### src/rtl/fabric_ccff_loader_if.sv
// Configuration word stream between a bitstream source and the loader.
// The source drives data/valid, the loader answers with ready.
interface fabric_ccff_loader_if #(
  parameter int WORD_W = 8
);
  logic [WORD_W-1:0] cfg_data;
  logic              cfg_valid;
  logic              cfg_ready;

  modport master (
    output cfg_data,
    output cfg_valid,
    input  cfg_ready
  );

  modport slave (
    input  cfg_data,
    input  cfg_valid,
    output cfg_ready
  );
endinterface

### src/rtl/fabric_ccff_loader.sv
// Serialises configuration words MSB-first into a fabric ccff chain.
// Counts shifted bits, stops at CHAIN_LEN, folds ccff_tail into a parity.
module fabric_ccff_loader #(
  parameter int WORD_W    = 8,
  parameter int CHAIN_LEN = 26,
  localparam int CNT_W    = $clog2(CHAIN_LEN + 1)
) (
  input  logic                   prog_clk,
  input  logic                   prog_reset_n,
  input  logic                   start,
  input  logic                   abort,
  fabric_ccff_loader_if.slave    cfg,
  output logic                   ccff_head,
  output logic                   ccff_clk_en,
  input  logic                   ccff_tail,
  output logic                   busy,
  output logic                   done,
  output logic                   tail_parity,
  output logic [CNT_W-1:0]       bit_count
);

  localparam int WC_W = $clog2(WORD_W + 1);
  localparam logic [CNT_W-1:0] LAST_BIT = CNT_W'(CHAIN_LEN - 1);
  localparam logic [WC_W-1:0]  WORD_BITS = WC_W'(WORD_W);
  localparam logic [WC_W-1:0]  ONE_LEFT  = WC_W'(1);

  typedef enum logic [1:0] {
    IDLE,
    FETCH,
    SHIFT,
    DONE
  } state_t;

  state_t            state;
  state_t            state_nx;
  logic [WORD_W-1:0] sreg;
  logic [WC_W-1:0]   wcnt;
  logic              ready;
  logic              accept;
  logic              shift_en;
  logic              launch;
  logic              last_bit;
  logic              word_end;

  assign cfg.cfg_ready = ready;

  assign launch   = (state == IDLE) && start;
  assign accept   = ready && cfg.cfg_valid;
  assign shift_en = (state == SHIFT) && !abort;
  assign last_bit = (bit_count == LAST_BIT);
  assign word_end = (wcnt == ONE_LEFT);

  // State register.
  always_ff @(posedge prog_clk or negedge prog_reset_n) begin
    if (!prog_reset_n) begin
      state <= IDLE;
    end else begin
      state <= state_nx;
    end
  end

  // Next-state decode; abort only bites while a load is active.
  always_comb begin
    state_nx = state;
    unique case (1'b1)
      state == IDLE: begin
        if (start) state_nx = FETCH;
      end
      state == FETCH: begin
        if (abort)               state_nx = IDLE;
        else if (cfg.cfg_valid)  state_nx = SHIFT;
      end
      state == SHIFT: begin
        if (abort)         state_nx = IDLE;
        else if (last_bit) state_nx = DONE;
        else if (word_end) state_nx = FETCH;
      end
      state == DONE: begin
        state_nx = IDLE;
      end
      default: state_nx = IDLE;
    endcase
  end

  // Outputs; abort kills ready and the chain clock in the same cycle.
  always_comb begin
    ready       = 1'b0;
    ccff_clk_en = 1'b0;
    ccff_head   = 1'b0;
    busy        = 1'b0;
    done        = 1'b0;
    unique case (1'b1)
      state == IDLE: begin
        busy = 1'b0;
      end
      state == FETCH: begin
        ready = !abort;
        busy  = 1'b1;
      end
      state == SHIFT: begin
        ccff_clk_en = !abort;
        ccff_head   = !abort && sreg[WORD_W-1];
        busy        = 1'b1;
      end
      state == DONE: begin
        done = 1'b1;
      end
      default: begin
        busy = 1'b0;
      end
    endcase
  end

  // Word shift register and bit-in-word counter.
  always_ff @(posedge prog_clk or negedge prog_reset_n) begin
    if (!prog_reset_n) begin
      sreg <= '0;
      wcnt <= '0;
    end else if (accept) begin
      sreg <= cfg.cfg_data;
      wcnt <= WORD_BITS;
    end else if (shift_en) begin
      sreg <= sreg << 1;
      wcnt <= wcnt - ONE_LEFT;
    end
  end

  // Load statistics; held after DONE/abort until the next start.
  always_ff @(posedge prog_clk or negedge prog_reset_n) begin
    if (!prog_reset_n) begin
      bit_count   <= '0;
      tail_parity <= 1'b0;
    end else if (launch) begin
      bit_count   <= '0;
      tail_parity <= 1'b0;
    end else if (shift_en) begin
      bit_count   <= bit_count + CNT_W'(1);
      tail_parity <= tail_parity ^ ccff_tail;
    end
  end

  a_head_quiet: assert property (
    @(posedge prog_clk) disable iff (!prog_reset_n)
    !ccff_clk_en |-> !ccff_head
  );

  a_count_max: assert property (
    @(posedge prog_clk) disable iff (!prog_reset_n)
    bit_count <= CNT_W'(CHAIN_LEN)
  );

  a_busy_done: assert property (
    @(posedge prog_clk) disable iff (!prog_reset_n)
    !(busy && done)
  );

endmodule

### src/flat_wrapper.sv
// flat-port wrapper written by rule: the top's interface ports become plain ports
module fabric_ccff_loader_flat 
#(
  parameter int WORD_W    = 8,
  parameter int CHAIN_LEN = 26,
  localparam int CNT_W    = $clog2(CHAIN_LEN + 1)
)
  (prog_clk, prog_reset_n, start, abort, ccff_head, ccff_clk_en, ccff_tail, busy, done, tail_parity, bit_count, cfg_cfg_data, cfg_cfg_valid, cfg_cfg_ready);
  fabric_ccff_loader_if #(.WORD_W(WORD_W)) cfg_i ();
  input  logic prog_clk;
  input  logic prog_reset_n;
  input  logic start;
  input  logic abort;
  output logic ccff_head;
  output logic ccff_clk_en;
  input  logic ccff_tail;
  output logic busy;
  output logic done;
  output logic tail_parity;
  output logic [CNT_W-1:0] bit_count;
  input wire logic [$bits(cfg_i.cfg_data)-1:0] cfg_cfg_data;
  input wire logic [$bits(cfg_i.cfg_valid)-1:0] cfg_cfg_valid;
  output wire logic [$bits(cfg_i.cfg_ready)-1:0] cfg_cfg_ready;
  assign cfg_i.cfg_data = cfg_cfg_data;
  assign cfg_i.cfg_valid = cfg_cfg_valid;
  assign cfg_cfg_ready = cfg_i.cfg_ready;
  fabric_ccff_loader #(.WORD_W(WORD_W), .CHAIN_LEN(CHAIN_LEN)) u_core (.prog_clk(prog_clk), .prog_reset_n(prog_reset_n), .start(start), .abort(abort), .cfg(cfg_i), .ccff_head(ccff_head), .ccff_clk_en(ccff_clk_en), .ccff_tail(ccff_tail), .busy(busy), .done(done), .tail_parity(tail_parity), .bit_count(bit_count));
endmodule
### config.mk
export PLATFORM = sky130hd
export DESIGN_NAME = fabric_ccff_loader_flat
export DESIGN_NICKNAME = d
export VERILOG_FILES = /design/src/rtl/fabric_ccff_loader_if.sv /design/src/rtl/fabric_ccff_loader.sv /design/src/flat_wrapper.sv
export SDC_FILE = /design/constraint.sdc
export NUM_CORES = 1
export LEC_CHECK = 0
export CAP_MARGIN = 40
export CORE_MARGIN = 2
export CORE_UTILIZATION = 34
export CTS_CLUSTER_SIZE = 28
export DETAILED_ROUTE_END_ITERATION = 10
export GPL_ROUTABILITY_DRIVEN = 0
export SLEW_MARGIN = 0
export SYNTH_ARGS = -nofsm -noshare
export SYNTH_HDL_FRONTEND = slang
export SYNTH_SLANG_ARGS = --single-unit
export TNS_END_PERCENT = 1
### constraint.sdc
create_clock -name prog_clk -period 4.3 [get_ports prog_clk]
set_clock_uncertainty 0.1 [all_clocks]
set_input_delay 0.86 -clock prog_clk [delete_from_list [all_inputs] [get_ports prog_clk]]
set_output_delay 0.86 -clock prog_clk [all_outputs]
set_load 0.005 [all_outputs]
[Word-level counts from Yosys, hierarchy flattened]
Index checks and enable logic that the tools add are counted.
Operators by class
  add/subtract/negate cells: 2
  equal/unequal tests: 8
  muxes and demuxes: 20
  bitwise gates (word level): 1
  reductions and logical operators: 10
Operators by type and width (number)
  2-to-1 mux 8 bit: 2
  2-to-1 mux 2 bit: 6
  2-to-1 mux 5 bit: 2
  2-to-1 mux 4 bit: 2
  2-to-1 mux 1 bit: 7
  one-hot mux 2 bit (3 select lines): 1
  adder 5 x 1 -> 5 bit (second input constant): 1
  equality test 5 bit (second input constant): 1
  equality test 2 bit (second input constant): 2
  equality test 4 x 1 -> 1 bit (second input constant): 1
  logical AND 1 bit: 4
  != test 4 x 2 -> 1 bit (second input constant): 1
  nonzero test 2 bit: 2
  subtractor 4 x 1 -> 4 bit (second input constant): 1
  != test 3 bit (second input constant): 1
  AND reduction 3 bit: 1
  equality test 2 x 1 -> 1 bit (second input constant): 1
  zero test 2 bit: 1
  != test 2 bit (second input constant): 1
  OR reduction 2 bit: 1
  zero test 1 bit: 1
  bitwise XOR 1 bit: 1
Word-level totals
  bits in registers: 20
  input bits: 14

[Longest topological paths before layout]
  depth in word-level cells: 5
  gate-level depth with buffers: 8

[Least setup slack after synthesis]
OpenSTA, ideal clock, no wires.
  kind: input -> output
  from: input abort
  to: output ccff_head
  data arrival time: 1.533 ns
  required time: 3.340 ns
  path slack: 1.807 ns
  cell stages on the path: 5
  path buffers: 2
  cell sequence: nand2b_1 > buf_6 > inv_4 > buf_4 > and2_1
Between the ends
  longest elaborated chain between the ends: 3
Ends and longest elaborated chain
  start, declared: line flat_wrapper.sv:13  | input logic abort;
  zero test 1 bit: line fabric_ccff_loader.sv:102  | ccff_head = !abort && sreg[WORD_W-1];
  logical AND 1 bit: line fabric_ccff_loader.sv:102
  2-to-1 mux 1 bit: line fabric_ccff_loader.sv:92  | unique case (1'b1)
  end, declared: line flat_wrapper.sv:14  | output logic ccff_head;
No other way between the ends.

[Final worst setup path]
Same ends and word-level chain as after synthesis.

==> metrics.csv <==
metric,value,unit
status,completed,
number of resized instances in the post-cts repair step,0,
Final Hold Violating Endpoints,0,
net total in the final layout,153,
most frequent cells in the layout,"clkdlybuf4s50_1, dfrtp_1, nand2_1",
Std-Cell Core Area,0.00305,sq mm
maximum number of pins on one net before global-route repair,21,
"commonest non-fill, non-tap cell in the layout",clkdlybuf4s50_1,
Clock Root Buffer,clkbuf_4,
Worst-path clk slew,0.12,ns
Crit Reg-Reg Startpoint,u_core.state[0],
overall power consumption,0.000751,W
area taken by flip-flops and latches,500,sq um
layout overhead on the synthesized area,30.5,%
detailed-router iteration count before antenna repair,4,
number of buffers inserted by port buffering,24,
Worst R2R Setup Slack,2.27,ns
Synth Area per Inst,10.2,sq um
depth of the most critical reg-to-reg path,7,
Hold/Removal Path Class,flop to flop,
first-pass GRT wire length,3.23,mm
initial core utilization,35.5,%
final setup violation count,0,
Worst Hold Slack,0.443,ns
number of warnings reported in the yosys synthesis log,0,
average wire per cell in the routed design,11.2,microns
number of max-cap violations,0,
count of non-filler cells in the finished layout,174,
Post-CTS Setup Bufs,0,
sum of negative setup slack,0,ns
share of cells above drive strength 1,7.69,%
detailed-route via count,792,
critical setup path kind,input pin to primary output,
Slew headroom,57.2,%
share of the yosys chip area belonging to registers,46.2,%
overall fraction of global-route tracks in use,11.7,%
hold-fix buffers at CTS,0,
design area,0.00141,sq mm
DRC violation count after routing,0,
floorplan die width,60.4,microns
count of pins on the block boundary,25,
CP required,3.34,ns
initial antenna violation count,0,
fmax,0.284,GHz
capture instance of the worst register-to-register path,u_core.state[0],
Max rail drop VDD,0.000238,V
clock insertion delay at the later pin of the skew report,0.30,ns
cell area after technology mapping,0.00108,sq mm
number of buffers inserted during clock tree synthesis,3,
startpoint of the tightest hold check path,u_core.sreg[0],
grt ovf,0,
element type at the critical path end,primary output,
maximum fanout along the worst path,17,
transition time at the pin with the least slew margin,0.642,ns
"number of placed instances, taps included",170,
CTS Buffer Depth,2,
Detail Route Antenna Nets,0,
number of levels in the clock H-tree,1,
iteration-0 DRC count of the detailed router,27,
Multi-input gate area,513,sq um
static power due to leakage,0.611,nW
ANT cells,0,
detailed-route vias per instance,4.55,
number of storage elements in the synthesis netlist,20,
cell count of the worst hold path,2,
count of cell types in the netlist,27,
worst min-delay path endpoint,u_core.sreg[0],
setup repair after global routing missed its margin,false,
final worst-path cycle share,81.9,%
max-slew violations,0,
syn nets,128,
fill cell count,301,
floorplan die area,0.00365,sq mm
pwr/cell area,532,mW/mm^2
Sink Count,20,
Crit path arrival time,2.56,ns
critical path startpoint category,input pin,
vias in the first global route,767,
TritonCTS clock tree,done,
number of instances in the synthesized netlist,106,
minimum clock period after layout,3.52,ns
die extent in y,60.4,microns
final wirelength,1.95,mm
dpl hpwl,1.46,mm
row count,20,
cell area after placement,0.00136,sq mm
-- cells in the mapped netlist (all sizes together) --
master	n	area, sq um
a211oi	1	7.51
o21ai	8	40.0
nand4	2	12.5
xor2	5	43.8
o221ai	1	15.0
mux2i	8	80.1
mux2	1	15.0
buf	5	32.5
ha	8	100
dfrtp	20	500
inv	9	36.3
nand4b	1	8.76
and2	3	18.8
nand2	12	45.0
o311ai	1	16.3
xnor2	3	26.3
nor2	11	41.3
nor2b	1	6.26
o21bai	1	7.51
nand2b	2	12.5
nor4	1	6.26
a21oi	2	10.0
-- where the power goes --
part	internal [W]	leakage, nW	total (W)	switching (W)
Combinational	0.000157	0.326	0.000290	0.000133
Sequential	0.000255	0.257	0.000307	0.0000524
Clock	0.0000942	0.0279	0.000154	0.0000595
Total	0.000506	0.611	0.000751	0.000245
-- flip-flops by register name, summed over array words and instances (netlist names) --
name and cells:
u_core.bit_count 5, u_core.tail_parity 1, u_core.state 2, u_core.sreg 8, u_core.wcnt 4
-- worst max-delay path, cell delays in order --
cell and delay, ns:
clkdlybuf4s50_1 0.42, nand2b_1 0.34, inv_4 0.29, and2_1 0.16, clkdlybuf4s50_1 0.49
-- how the worst max path moves through the flow --
stage / startpoint / endpoint / slack (ns)
2_1_floorplan: abort / ccff_head / 1.81
3_3_place_gp: abort / ccff_head / 0.78
3_5_place_dp: abort / ccff_head / 0.76
4_1_cts: abort / ccff_head / 0.76
5_1_grt: abort / ccff_head / 0.65
6_report: abort / ccff_head / 0.78
-- metrics by stage --
| step | utilization, % | setup slack [ns] |
|---|---|---|
| 6_report | 46.3 | 0.780 |
| 5_1_grt | 46.3 | 0.652 |
| 4_1_cts | 46.3 | 0.758 |
| 3_5_place_dp | 44.5 | 0.761 |
| 3_3_place_gp | 44.1 | 0.783 |
| 2_1_floorplan | - | 1.81 |
-- area by class of cell --
cell class	count	area share, %
tap	44	3.90
inverter	9	2.57
clock inverter	1	2.13
multi-input combinational	72	36.3
clock buffer	3	1.59
sequential	20	35.4
timing repair buffer	25	18.1
-- cell families (layout without fill, tap and decap cells) --
kind of cell    Yosys count  in the layout  synth area share, %
mux                       9              9                 8.79
buf+inv                  14             38                 6.36
compound gates           14             14                 8.90
xor+xnor                  8              8                 6.47
flops                    20             20                 46.2
simple gates             33             33                 14.0
fa+ha+maj                 8              8                 9.25
-- routing by layer --
metal	up-vias	part of all wire (%)	GRT usage, %
li1	394	-	-
met1	375	49	13.8
met2	23	46	21.3
met3	0	4.9	3.84
met4	0	0	1.86
met5	-	0	0
(Power assumes the default switching activity.)
==> RTL change 1 (config.mk and constraints unchanged) <==
Re-encode `state_t` (4 states) as one-hot, 4 bits wide.
--- a/src/rtl/fabric_ccff_loader.sv
+++ b/src/rtl/fabric_ccff_loader.sv
@@ -25,9 +25,9 @@
   localparam logic [WC_W-1:0]  ONE_LEFT  = WC_W'(1);
 
-  typedef enum logic [1:0] {
-    IDLE,
-    FETCH,
-    SHIFT,
-    DONE
+  typedef enum logic [3:0] {
+    IDLE  = 4'b0001,
+    FETCH = 4'b0010,
+    SHIFT = 4'b0100,
+    DONE  = 4'b1000
   } state_t;
 
Behaviour: no difference found for any inputs over 10 cycles, from zero or initial values and one cycle with prog_reset_n low; not proved beyond that.
==> RTL change 1 against the unedited design <==
  * Synthesized area rose by 14%
  * Setup slack got worse by 0.12 ns
  * Cell area rose by 8.2%
  * Total power fell by 17%
  * Global-route usage rose by 3.0 points
  * Count of clock-buffer cells in the layout rose by 1
  * Sequential cell count rose by 2
  * Routed wire length rose by 47%
  * Worst hold slack improved by 0.0080 ns
  * Utilization fell by 1.5 points
  * Largest cell class unchanged
==> RTL change 1: results (changes against the unedited design) <==
Status
  – Result of the run: finished clean

Detailed routing
  – Number of vias per cell: 5.556 (+22%)
  – WL met2: 1.304 mm (+45%)
  – DR WL met3: 156 um (+64%)
  – Routed length on met1: 1.383 mm (+45%)
  – Highest metal layer with signal wires: met4

Layout
  – Inserted Diodes: 0 (unchanged)
  – Post-layout nets: 169 (+10%)
  – Leading registers by flop count: u_core.sreg: 8 flops, u_core.bit_count: 5 flops
  – Number of fill cells: 343 (+14%)

Worst setup path
  – Endpoint of the most critical register-to-register path: u_core.sreg[1]
  – Worst Reg-to-Reg Cells: 4 (-3)
  – Reg2Reg Setup Slack: 1.95 ns (-0.32 ns)
  – RR Startpoint: u_core.state[3]
  – Endpoint of the worst setup timing path: ccff_clk_en
  – Crit path launch: abort
  – Maximum fanout along the worst path: 10 (-7)
  – Worst path arrival time: 2.68 ns (+0.12 ns)

Global routing
  – Met2 Use GR: 0.2487 (+0.03596)
  – Via count of the first global-routing pass: 1073 (+40%)
  – First-pass GRT wire length: 4.823 mm (+49%)
  – Total GRT Usage: 0.1478 (+0.03035)
  – Global-route met3 utilization: 0.02641 (-0.01197)
  – Met1 track demand over resource: 0.1888 (+0.05034)
  – Pin count of the biggest net entering global routing: 23 (+9.5%)

Synthesis
  – Syn_nets: 148 (+16%)
  – Number of warnings issued by yosys: 0 (unchanged)
  – Post-Synth XOR/XNOR Area: 0.007121 (-0.05762)
  – Mux contribution to synthesized area: 0 (-0.08786)
  – Count of unique library cells instantiated by Yosys: 39 (+44%)
  – Cells taking the most area after synthesis: dfrtp_1 43%, o311ai_0 5.0%, inv_1 4.6%
  – Share of synthesized area occupied by flip-flops and latches: 0.4486 (-0.01380)
  – Synth Area in Compound Gates: 0.1719 (+0.08291)
  – Adder-cell share of the synthesized area: 0.04069 (-0.05179)

Placed design
  – DP Wirelength: 2.067 mm (+41%)

Min path
  – Hold path startpoint: u_core.sreg[5]
  – Hold EP: u_core.sreg[6]

Power
  – P_leak: 0.5973 nW (-2.3%)
  – Maximum vdd drop: 0.3003 mV (+26%)
## RTL change 1: critical path, cell delays in order
cell	delay, ns
clkdlybuf4s50_1	0.45
nor4b_1	0.41
nand2_1	0.20
clkinv_1	0.22
clkdlybuf4s50_1	0.54
## RTL change 1: through the flow
stage	cell area, um^2	util	instances	setup slack (ns)
after floorplan	1230	-	130	1.713
after global placement	1488	0.4355	191	0.7122
after detailed placement	1503	0.4399	192	0.6741
after CTS	1529	0.4476	196	0.6623
after global routing	1529	0.4476	196	0.5299
final	1529	0.4476	196	0.6637
## RTL change 1: power by group
part           leakage [nW]  internal [mW]  total [mW]  switching, mW
clock                0.0150         0.0362      0.0962         0.0600
combinational         0.300          0.102       0.190         0.0882
sequential            0.282          0.272       0.334         0.0623
total                 0.597          0.410       0.621          0.211
## RTL change 1: layout make-up
cell class                      count  share of cell area
Inverter                           16             0.03928
Tap cell                           46             0.03764
Clock buffer                        4             0.01718
Multi-Input combinational cell     81              0.3682
Sequential cell                    22              0.3609
Timing Repair Buffer               27              0.1768
==> RTL change 2 (same settings) <==
Without the edit above. `CHAIN_LEN` is set to 26 in 2 places; all go to 52.
--- a/src/rtl/fabric_ccff_loader.sv
+++ b/src/rtl/fabric_ccff_loader.sv
@@ -3,5 +3,5 @@
 module fabric_ccff_loader #(
   parameter int WORD_W    = 8,
-  parameter int CHAIN_LEN = 26,
+  parameter int CHAIN_LEN = 52,
   localparam int CNT_W    = $clog2(CHAIN_LEN + 1)
 ) (
--- a/src/flat_wrapper.sv
+++ b/src/flat_wrapper.sv
@@ -3,5 +3,5 @@
 #(
   parameter int WORD_W    = 8,
-  parameter int CHAIN_LEN = 26,
+  parameter int CHAIN_LEN = 52,
   localparam int CNT_W    = $clog2(CHAIN_LEN + 1)
 )
Interface: changed (resized bit_count); port bits go from 25 to 26. No check against the original RTL was run, so the function may have changed too.
==> RTL change 2 against the unedited design <==
  * Setup slack lost 0.025 ns
  * Routed wire length grew 9.6%
  * Register-to-register slack better by 0.03 ns
  * Utilization grew 0.71 points
  * Synthesized area up 4.5%
  * Count of clock-buffer cells in the layout is 1 higher
  * Sequential share of layout area rose by 0.62 points
  * Worst hold slack lost 0.014 ns
  * Critical path type unchanged
  * Sequential cell count up 1
  * First-iteration DRC count shrank 11%
  * Highest routed layer is now met4
  * Cell area increased by 3.2%
  * Total power fell by 14%
==> RTL change 2: results (changes against the unedited design) <==
Timing
  – Slew at the pin closest to its max-slew limit: 0.6075 ns (-0.03492 ns)
  – Smallest hold slack: 0.4286 ns (-0.01394 ns)
  – Final critical-path setup slack: 0.7553 ns (-0.02460 ns)

Global routing
  – Pin count of the biggest net entering global routing: 22 (+4.8%)
  – Via count of the first global-routing pass: 824 (+7.4%)
  – Total GRT Usage: 0.1298 (+0.01237)

Worst setup path
  – RR Startpoint: u_core.state[1]
  – Worst Reg-to-Reg Cells: 6 (-1)
  – Maximum fanout along the worst path: 18 (+1)
  – Endpoint of the most critical register-to-register path: u_core.state[1]
  – Worst path arrival time: 2.58 ns (+0.02 ns)
  – Delay of the slowest cell on the worst path: 0.46 ns (-0.03 ns)

Synthesis
  – Adder-cell share of the synthesized area: 0.07743 (-0.01505)
  – Share of synthesized area occupied by flip-flops and latches: 0.4646 (+0.002174)
  – Most numerous cell in the Yosys netlist: dfrtp_1
  – Syn_nets: 132 (+3.1%)
  – Mux contribution to synthesized area: 0.07080 (-0.01706)
  – Leading post-synthesis cells by instance count: 21 x dfrtp_1, 17 x nand2_1, 10 x nor2_1
  – Synth Area in Compound Gates: 0.09403 (+0.005009)
  – Post-Synth XOR/XNOR Area: 0.06195 (-0.002793)
  – Count of unique library cells instantiated by Yosys: 28 (+3.7%)
  – Share of async-settable or async-resettable flops after synthesis: 1.000 (unchanged)
  – Synth Instances: 111 (+4.7%)

Placed design
  – Pre-CTS setup slack: 0.7707 ns (+0.009383 ns)
  – Port-buffer cells: 25 (+4.2%)
  – Placement-stage cell area: 0.001431 mm^2 (+5.2%)
  – DP Wirelength: 1.614 mm (+10%)

Layout
  – Post-Layout Cell Count: 181 (+4.0%)
  – Layout cells sized above 1: 0.08029 (+0.003369)
  – Leading registers by flop count: u_core.sreg: 8 flops, u_core.bit_count: 6 flops, u_core.wcnt: 4 flops
  – Post-layout nets: 159 (+3.9%)

Power
  – P_leak: 0.6360 nW (+4.0%)
  – Maximum vdd drop: 0.1756 mV (-26%)

Status
  – Result of the run: finished clean

Clock network
  – Maximum number of buffers from clock root to sink: 2 (unchanged)

Detailed routing
  – Number of DRC markers in iteration 0: 24 (-11%)
  – Drt total wl: 2.140 mm (+9.6%)
RTL change 2: metrics by stage:
stage / utilization / total power, mW
detailed placement: 0.4613 / 0.5615
global route: 0.4698 / 0.7030
floorplan: - / 0.4602
CTS: 0.4698 / 0.6603
finish: 0.4698 / 0.6467
global placement: 0.4565 / 0.5497
RTL change 2: per-layer routing:
metal / share of wire / GRT usage / vias to the layer above
li1: - / - / 422
met1: 0.48 / 0.1691 / 378
met2: 0.45 / 0.2105 / 25
met3: 0.056 / 0.02521 / 4
met4: 0.011 / 0.05471 / 0
met5: 0 / 0 / -
RTL change 2: cell type report:
class                           instances  area share
Tap cell                               44     0.03777
Clock buffer                            4     0.01803
Multi-Input combinational cell         79      0.3803
Sequential cell                        21      0.3605
Timing Repair Buffer                   27      0.1871
Inverter                                6     0.01631
RTL change 2: power breakdown:
part / internal [mW] / switching [mW] / leakage, nW
Combinational: 0.133 / 0.116 / 0.348
Sequential: 0.260 / 0.0425 / 0.273
Clock: 0.0361 / 0.0589 / 0.0150
